`config.mk`:
```
export PLATFORM = sky130hd
export DESIGN_NAME = starfield_ctrl
export DESIGN_NICKNAME = d
export VERILOG_FILES = /design/src/rtl/starfield_ctrl.sv
export SDC_FILE = /design/constraint.sdc
export NUM_CORES = 1
export LEC_CHECK = 0
export ABC_AREA = 1
export BUFFER_PORTS_ARGS = -buffer_cell sky130_fd_sc_hd__buf_2
export CORE_MARGIN = 2
export CORE_UTILIZATION = 40
export CTS_CLUSTER_SIZE = 16
export DETAILED_ROUTE_END_ITERATION = 10
export PLACE_DENSITY = 0.76
export SETUP_SLACK_MARGIN = 0.05
export SLEW_MARGIN = 40
export SYNTH_ARGS = -nofsm -noshare
export SYNTH_HDL_FRONTEND = slang
export SYNTH_SLANG_ARGS = --single-unit
```
`constraint.sdc`:
```
create_clock -name clk -period 1.3 [get_ports clk]
set_input_delay 0.195 -clock clk [delete_from_list [all_inputs] [get_ports clk]]
set_output_delay 0.195 -clock clk [all_outputs]
set_load 0.01 [all_outputs]
```
`src/rtl/starfield_ctrl.sv`:
```
// starfield_ctrl: steps the starfield LFSR during the visible area and adds extra steps each frame.
// Optional periodic LFSR seed reload is enabled by defining STARFIELD_CTRL_RELOAD_EN.
module starfield_ctrl #(
    parameter logic [31:0] SEED          = 32'h0000_0001,
    parameter int          RELOAD_FRAMES = 256
) (
    input  logic        clk,
    input  logic        reset,
    input  logic [15:0] hpos,
    input  logic [15:0] vpos,
    input  logic [3:0]  speed,
    input  logic        pause,
    output logic        lfsr_enable,
    output logic        lfsr_load,
    output logic [31:0] lfsr_seed,
    output logic [15:0] frame_cnt,
    output logic        busy
);

`ifdef STARFIELD_CTRL_RELOAD_EN
    typedef enum logic [1:0] {RUN, ADVANCE, LOAD} state_t;
`else
    typedef enum logic [1:0] {RUN, ADVANCE} state_t;
`endif

    if (RELOAD_FRAMES < 1) begin : g_reload_check
        $error("RELOAD_FRAMES must be at least 1");
    end

    state_t      state, state_next;
    logic        vb_q;
    logic [3:0]  step_cnt;
    logic        accept;
    logic        reload_hit;

    assign accept = (state == RUN) && vpos[15] && !vb_q && !pause;

`ifdef STARFIELD_CTRL_RELOAD_EN
    logic [31:0] reload_cnt;

    assign reload_hit = (reload_cnt == 32'(RELOAD_FRAMES - 1));

    // reload counter: frames accepted since the last seed reload
    always_ff @(posedge clk) begin
        if (reset)
            reload_cnt <= '0;
        else if (accept)
            reload_cnt <= reload_hit ? '0 : reload_cnt + 32'd1;
    end
`else
    assign reload_hit = 1'b0;
`endif

    // state register plus the blanking edge detector and per-frame counters
    always_ff @(posedge clk) begin
        if (reset) begin
            state     <= RUN;
            vb_q      <= 1'b1;
            step_cnt  <= '0;
            frame_cnt <= '0;
        end else begin
            state     <= state_next;
            vb_q      <= vpos[15];
            step_cnt  <= (state == RUN && state_next == ADVANCE) ? speed :
                         (state == ADVANCE) ? step_cnt - 4'd1 : step_cnt;
            frame_cnt <= accept ? frame_cnt + 16'd1 : frame_cnt;
        end
    end

    // next state: an accepted vblank entry starts a reload or an advance burst
    always_comb begin
        state_next = state;
        case (state)
            RUN: begin
`ifdef STARFIELD_CTRL_RELOAD_EN
                if (accept)
                    state_next = reload_hit ? LOAD : (speed != 4'd0) ? ADVANCE : RUN;
`else
                if (accept && !reload_hit && speed != 4'd0)
                    state_next = ADVANCE;
`endif
            end
            ADVANCE: state_next = (step_cnt == 4'd1) ? RUN : ADVANCE;
            default: state_next = RUN;
        endcase
    end

    // outputs: step only in the visible area while running, every cycle while advancing
    always_comb begin
        lfsr_enable = (state == ADVANCE) ? 1'b1 :
                      (state == RUN) ? (!hpos[15] && !vpos[15] && !pause) : 1'b0;
`ifdef STARFIELD_CTRL_RELOAD_EN
        lfsr_load   = (state == LOAD);
`else
        lfsr_load   = 1'b0;
`endif
        lfsr_seed   = SEED;
        busy        = (state != RUN);
    end

endmodule

```
Word-level counts from Yosys, hierarchy flattened --
Index checks and enable logic that the tools add are counted.
Operators by class: add/subtract/negate cells 2, equality and inequality tests 3, mux-type cells 7, reductions and logical operators 15
Operators with widths (number):
- 16-bit by 1-bit adder with 16-bit output, second input constant | 1
- 4-bit two-way mux | 2
- 1-bit logical AND | 7
- 2-bit by 1-bit == test with 1-bit output, second input constant | 2
- 4-bit by 1-bit == test with 1-bit output, second input constant | 1
- 1-bit logical NOT | 4
- 2-bit case mux with 2 select lines | 1
- 2-bit nonzero test | 2
- 4-bit nonzero test | 1
- 4-bit by 1-bit subtractor with 4-bit output, second input constant | 1
- 1-bit two-way mux | 3
- 2-bit logical NOT | 1
- 2-bit two-way mux | 1
Storage, ports and cells: flip-flop bits (word level) 23, bits of input ports 39, output and inout bits 51

Logic depth before layout (Yosys ltp) --
depth after elaboration 10, mapped depth 8

Least setup slack after synthesis --
OpenSTA, ideal clock, no wires.
path type reg-to-reg, from register frame_cnt[0], to register frame_cnt[8], library setup time 0.116 ns, data arrival time 1.308 ns, path slack -0.123 ns, cell stages (with the launch flop) 7, cell sequence dfxtp_1 ha_1 nand3_1 nor3_4 nand2_1 o21ai_0 nor2_1
On the way: longest elaborated chain between the ends 1
Ends and longest elaborated chain:
- start: declaration | RTL line 16 | output logic [15:0] frame_cnt,
- start signal: assignment | RTL line 66 | frame_cnt <= accept ? frame_cnt + 16'd1 : frame_cnt;
- 16-bit by 1-bit adder with 16-bit output | RTL line 66
Every way passes these cells. A chain may end at the register's enable or synchronous reset.

Final worst setup path --
from register state[1], to output lfsr_enable
On the way: longest elaborated chain between the ends 3
Ends and longest elaborated chain:
- start: declaration | RTL line 30 | state_t state, state_next;
- start signal: assignment | RTL line 62 | state <= state_next;
- 2-bit logical NOT | RTL line 91 | (state == RUN) ? (!hpos[15] && !vpos[15] && !pause) : 1'b0;
- 1-bit two-way mux | RTL line 91
- 1-bit two-way mux (*) | RTL line 90 | lfsr_enable = (state == ADVANCE) ? 1'b1 :
- end: declaration | RTL line 13 | output logic lfsr_enable,
Mark *: on every way between the ends. The rest lies on a longest branch, timed or not.

==> flow_summary.json <==
{
  "run_status": "finished, violations left",
  "violations": "negative setup slack",
  "vias": 1556,
  "boundaryPins": 90,
  "cp_launch_type": "flip-flop",
  "maxCapViolations": 0,
  "io_buffer_count": 26,
  "power_switching_share_pct": 27.33,
  "number_of_iterations_in_the_first_detailed_routing_pass": 4,
  "finalNonFillerCells": 346,
  "setup.worst_path.end": "lfsr_enable",
  "globalplace.congestion": 0.8000,
  "critical_path.startpoint": "state[1]",
  "drt.antenna.violating_nets": 0,
  "timing.clock.skew_ns": 0.004326,
  "timing.critical_path.buf_inv": 2,
  "rows": 23,
  "ctsHtreeMaxLevel": 1,
  "pin_count_of_the_biggest_net_entering_global_routing": 14,
  "hp-class": "in2reg",
  "die_w_um": 67.82,
  "sequentialPowerShare_pct": 53.3,
  "wire_length_of_the_first_global_routing_pass_um": 5720,
  "max-clock-path-buffers": 2,
  "nets": 339,
  "worstSetupEndpointType": "primary output",
  "yosysWarnings": 0,
  "p_clk_share_pct": 34.6,
  "synth_seq_area_share_pct": 28.26,
  "clock_transition_time_at_the_flip_flop_clock_pins_of_the_worst_setup_and_hold_paths_ns": 0.09,
  "total_wire_length_um": 3575,
  "critPathSlowestCell": "sky130_fd_sc_hd__dfxtp_2",
  "ff2ff_path_depth": 6,
  "final.min_clock_period_ns": 1.307,
  "report.power.total_mw": 1.340,
  "final_layout_size_suffix_gt1_share_pct": 38.18,
  "numPlacedInstances": 335,
  "cp_cell_sequence": "buf_6 -> o41ai_2 -> buf_2",
  "powerDensity_nw_per_um2": 634.6,
  "worst_path_fanout_max": 2,
  "hold_fix_buffers_at_cts": 0,
  "synthesis.instances": 242,
  "regToRegStartpoint": "state[0]",
  "max_freq_mhz": 765.1,
  "die-height_um": 67.82,
  "comb_power_share_pct": 12.1,
  "post_drt_wl_per_cell_um": 10.33,
  "synth_area_um2": 1629,
  "internal-power_uw": 973.9,
  "clock_insertion_delay_worst_skew_ns": 0.28,
  "route.detailed.vias_per_inst": 4.497,
  "max_stage_delay_ns": 0.35,
  "detailed_place_hpwl_um": 2555,
  "total_leakage_power_nw": 1.002,
  "grt-ovfl-total": 0,
  "power_switching_uw": 366.3,
  "clock_sink_count": 23,
  "synth.lib_cells_used.distinct": 30,
  "synth_area_per_cell_um2": 6.732,
  "initial_antenna_violation_count": 0,
  "critical_path_depth": 3,
  "cts_tree": "built",
  "worst_ep_arrival_time_ns": 1.11,
  "crit_type": "reg2out",
  "clockRootBuffer": "sky130_fd_sc_hd__clkbuf_8",
  "final_hold_violation_count": 0,
  "grt_use_total_pct": 16.35,
  "yosys_register_bits": 23,
  "fp.coreArea_um2": 3971,
  "route.detailed.drc": 0,
  "rsz0062_at_grt": "true",
  "final.setup.worst_slack_ns": -0.007095,
  "period_utilisation_layout_pct": 100.5,
  "max_slew_violation_count": 0,
  "initial_core_utilization_pct": 41.02,
  "timing.rr.end": "frame_cnt[4]",
  "hold-path-cell-count": 3,
  "top_family_by_delay_on_critical_path": "flip-flops",
  "num_cts_buffers": 3,
  "antenna_cells": 0,
  "area_growth_pct": 29.65,
  "die_area_um2": 4599,
  "vdd.ir_drop.worst_mv": 0.4301,
  "grt_pass1_vias": 1368,
  "setup_violations": 1,
  "reg2reg_slack_ns": 0.06,
  "drt_first_iter_violations": 58,
  "critPathRequiredTime_ns": 1.11
}
[cells by family after synthesis]
logic type | Yosys count | synth area share, %
fa+ha+maj | 3 | 2.304
compound gates | 28 | 9.294
buf+inv | 69 | 24.58
other cells | 2 | 0.4610
flops | 23 | 28.26
xor+xnor | 3 | 1.613
simple gates | 114 | 33.49
[power by group through the flow]
stage          logic (mW)  clock network (mW)  registers, mW
5_1_grt             0.184               0.503          0.715
6_report            0.162               0.464          0.714
3_5_place_dp        0.141                   0          0.732
4_1_cts             0.150               0.479          0.718
2_1_floorplan       0.173                   0          0.733
3_3_place_gp        0.139                   0          0.732
[what timing repair did]
action                                  4_1_cts  5_1_grt
cloned                                        0        0
endpoints found under the setup margin       12       19
setup buffers                                 3        4
pin swaps                                     6       19
gates resized for setup                      19       42
[cell type report]
type,instances,area [um2]
Fill cell,402,1859
Multi-Input combinational cell,182,1026
Sequential cell,23,483.0
Timing Repair Buffer,55,374.1
Inverter,32,120.1
Tap cell,50,62.56
Clock buffer,3,41.29
Clock inverter,1,5.005
[flip-flops by register name (all words and copies together), names as in the netlist]
register,flops
step_cnt,4
vb_q,1
state,2
frame_cnt,16
[worst register-to-register path, stage by stage, from the launching register on]
cell                      delay [ns]
sky130_fd_sc_hd__dfxtp_2        0.34
sky130_fd_sc_hd__nor2_4         0.13
sky130_fd_sc_hd__nand3_4        0.14
sky130_fd_sc_hd__buf_4          0.19
sky130_fd_sc_hd__nor3_4         0.16
sky130_fd_sc_hd__nand2_1        0.09
sky130_fd_sc_hd__a21oi_2        0.13
[per-stage QoR]
| step | utilization, % | setup slack [ns] | hold slack [ns] | TNS, ns | area, um2 |
|---|---|---|---|---|---|
| 5_1_grt | 53.18 | -0.06834 | 0.1650 | -0.2749 | 2112 |
| 3_3_place_gp | 46.19 | 0.01167 | 0.4204 | 0 | 1834 |
| 4_1_cts | 49.68 | -0.009281 | 0.1393 | -0.009281 | 1973 |
| 6_report | 53.18 | -0.007095 | 0.1447 | -0.007095 | 2112 |
| 2_1_floorplan | - | 0.04997 | 0.2735 | 0 | 1757 |
| 3_5_place_dp | 46.19 | -0.02963 | 0.4220 | -0.06234 | 1834 |
[cell usage after synthesis]
master	n	area, um2
sky130_fd_sc_hd__a211oi_1	1	7.510
sky130_fd_sc_hd__a21oi_1	15	75.07
sky130_fd_sc_hd__a21oi_2	1	8.760
sky130_fd_sc_hd__buf_4	33	247.7
sky130_fd_sc_hd__buf_6	1	11.26
sky130_fd_sc_hd__clkbuf_1	2	7.510
sky130_fd_sc_hd__clkbuf_8	1	13.76
sky130_fd_sc_hd__conb_1	2	7.510
sky130_fd_sc_hd__dfxtp_1	23	460.4
sky130_fd_sc_hd__ha_1	3	37.54
sky130_fd_sc_hd__inv_1	32	120.1
sky130_fd_sc_hd__nand2_1	63	236.5
sky130_fd_sc_hd__nand2_2	1	6.260
sky130_fd_sc_hd__nand2_4	1	11.26
sky130_fd_sc_hd__nand3_1	8	40.04
sky130_fd_sc_hd__nand3_4	1	17.52
sky130_fd_sc_hd__nand3b_1	1	7.510
sky130_fd_sc_hd__nand4_1	5	31.28
sky130_fd_sc_hd__nor2_1	24	90.09
sky130_fd_sc_hd__nor2_2	2	12.51
sky130_fd_sc_hd__nor2_4	4	45.04
sky130_fd_sc_hd__nor3_1	1	5.000
sky130_fd_sc_hd__nor3_2	1	10.01
sky130_fd_sc_hd__nor3_4	2	32.53
sky130_fd_sc_hd__o21ai_0	8	40.04
sky130_fd_sc_hd__o21ai_1	1	5.000
sky130_fd_sc_hd__o22ai_1	1	6.260
sky130_fd_sc_hd__o41ai_1	1	8.760
sky130_fd_sc_hd__xnor2_1	2	17.52
sky130_fd_sc_hd__xor2_1	1	8.760
[layer usage]
metal | vias to the layer above | part of all wire [%] | track usage [%]
li1 | 798 | - | -
met1 | 704 | 44 | 19.72
met2 | 49 | 49 | 28.80
met3 | 5 | 4.6 | 1.974
met4 | 0 | 1.7 | 7.750
met5 | - | 0 | 0
[worst min path at each step]
stage | start | to | slack (ns)
3_3_place_gp | vpos[15] | vb_q | 0.42
5_1_grt | vpos[15] | vb_q | 0.17
4_1_cts | vpos[15] | vb_q | 0.14
2_1_floorplan | reset | frame_cnt[2] | 0.27
6_report | vpos[15] | vb_q | 0.14
3_5_place_dp | vpos[15] | vb_q | 0.42
[placed cells by master, fill, tap and decap left out, types with 3 or more instances in the layout]
| master | count |
|---|---|
| sky130_fd_sc_hd__nand4_1 | 5 |
| sky130_fd_sc_hd__nor3_4 | 3 |
| sky130_fd_sc_hd__nor2_2 | 7 |
| sky130_fd_sc_hd__inv_2 | 3 |
| sky130_fd_sc_hd__nor2_1 | 14 |
| sky130_fd_sc_hd__dfxtp_4 | 3 |
| sky130_fd_sc_hd__inv_1 | 29 |
| sky130_fd_sc_hd__clkbuf_8 | 3 |
| sky130_fd_sc_hd__nor2_4 | 9 |
| sky130_fd_sc_hd__buf_2 | 26 |
| sky130_fd_sc_hd__dfxtp_1 | 11 |
| sky130_fd_sc_hd__a21oi_1 | 10 |
| sky130_fd_sc_hd__a21oi_2 | 6 |
| sky130_fd_sc_hd__nand3_1 | 6 |
| sky130_fd_sc_hd__nand2_2 | 6 |
| sky130_fd_sc_hd__buf_6 | 5 |
| sky130_fd_sc_hd__o21ai_0 | 3 |
| sky130_fd_sc_hd__o21ai_1 | 6 |
| sky130_fd_sc_hd__dfxtp_2 | 9 |
| sky130_fd_sc_hd__conb_1 | 34 |
| sky130_fd_sc_hd__nand2_1 | 57 |
| sky130_fd_sc_hd__buf_4 | 23 |
(Power assumes the default switching activity.)
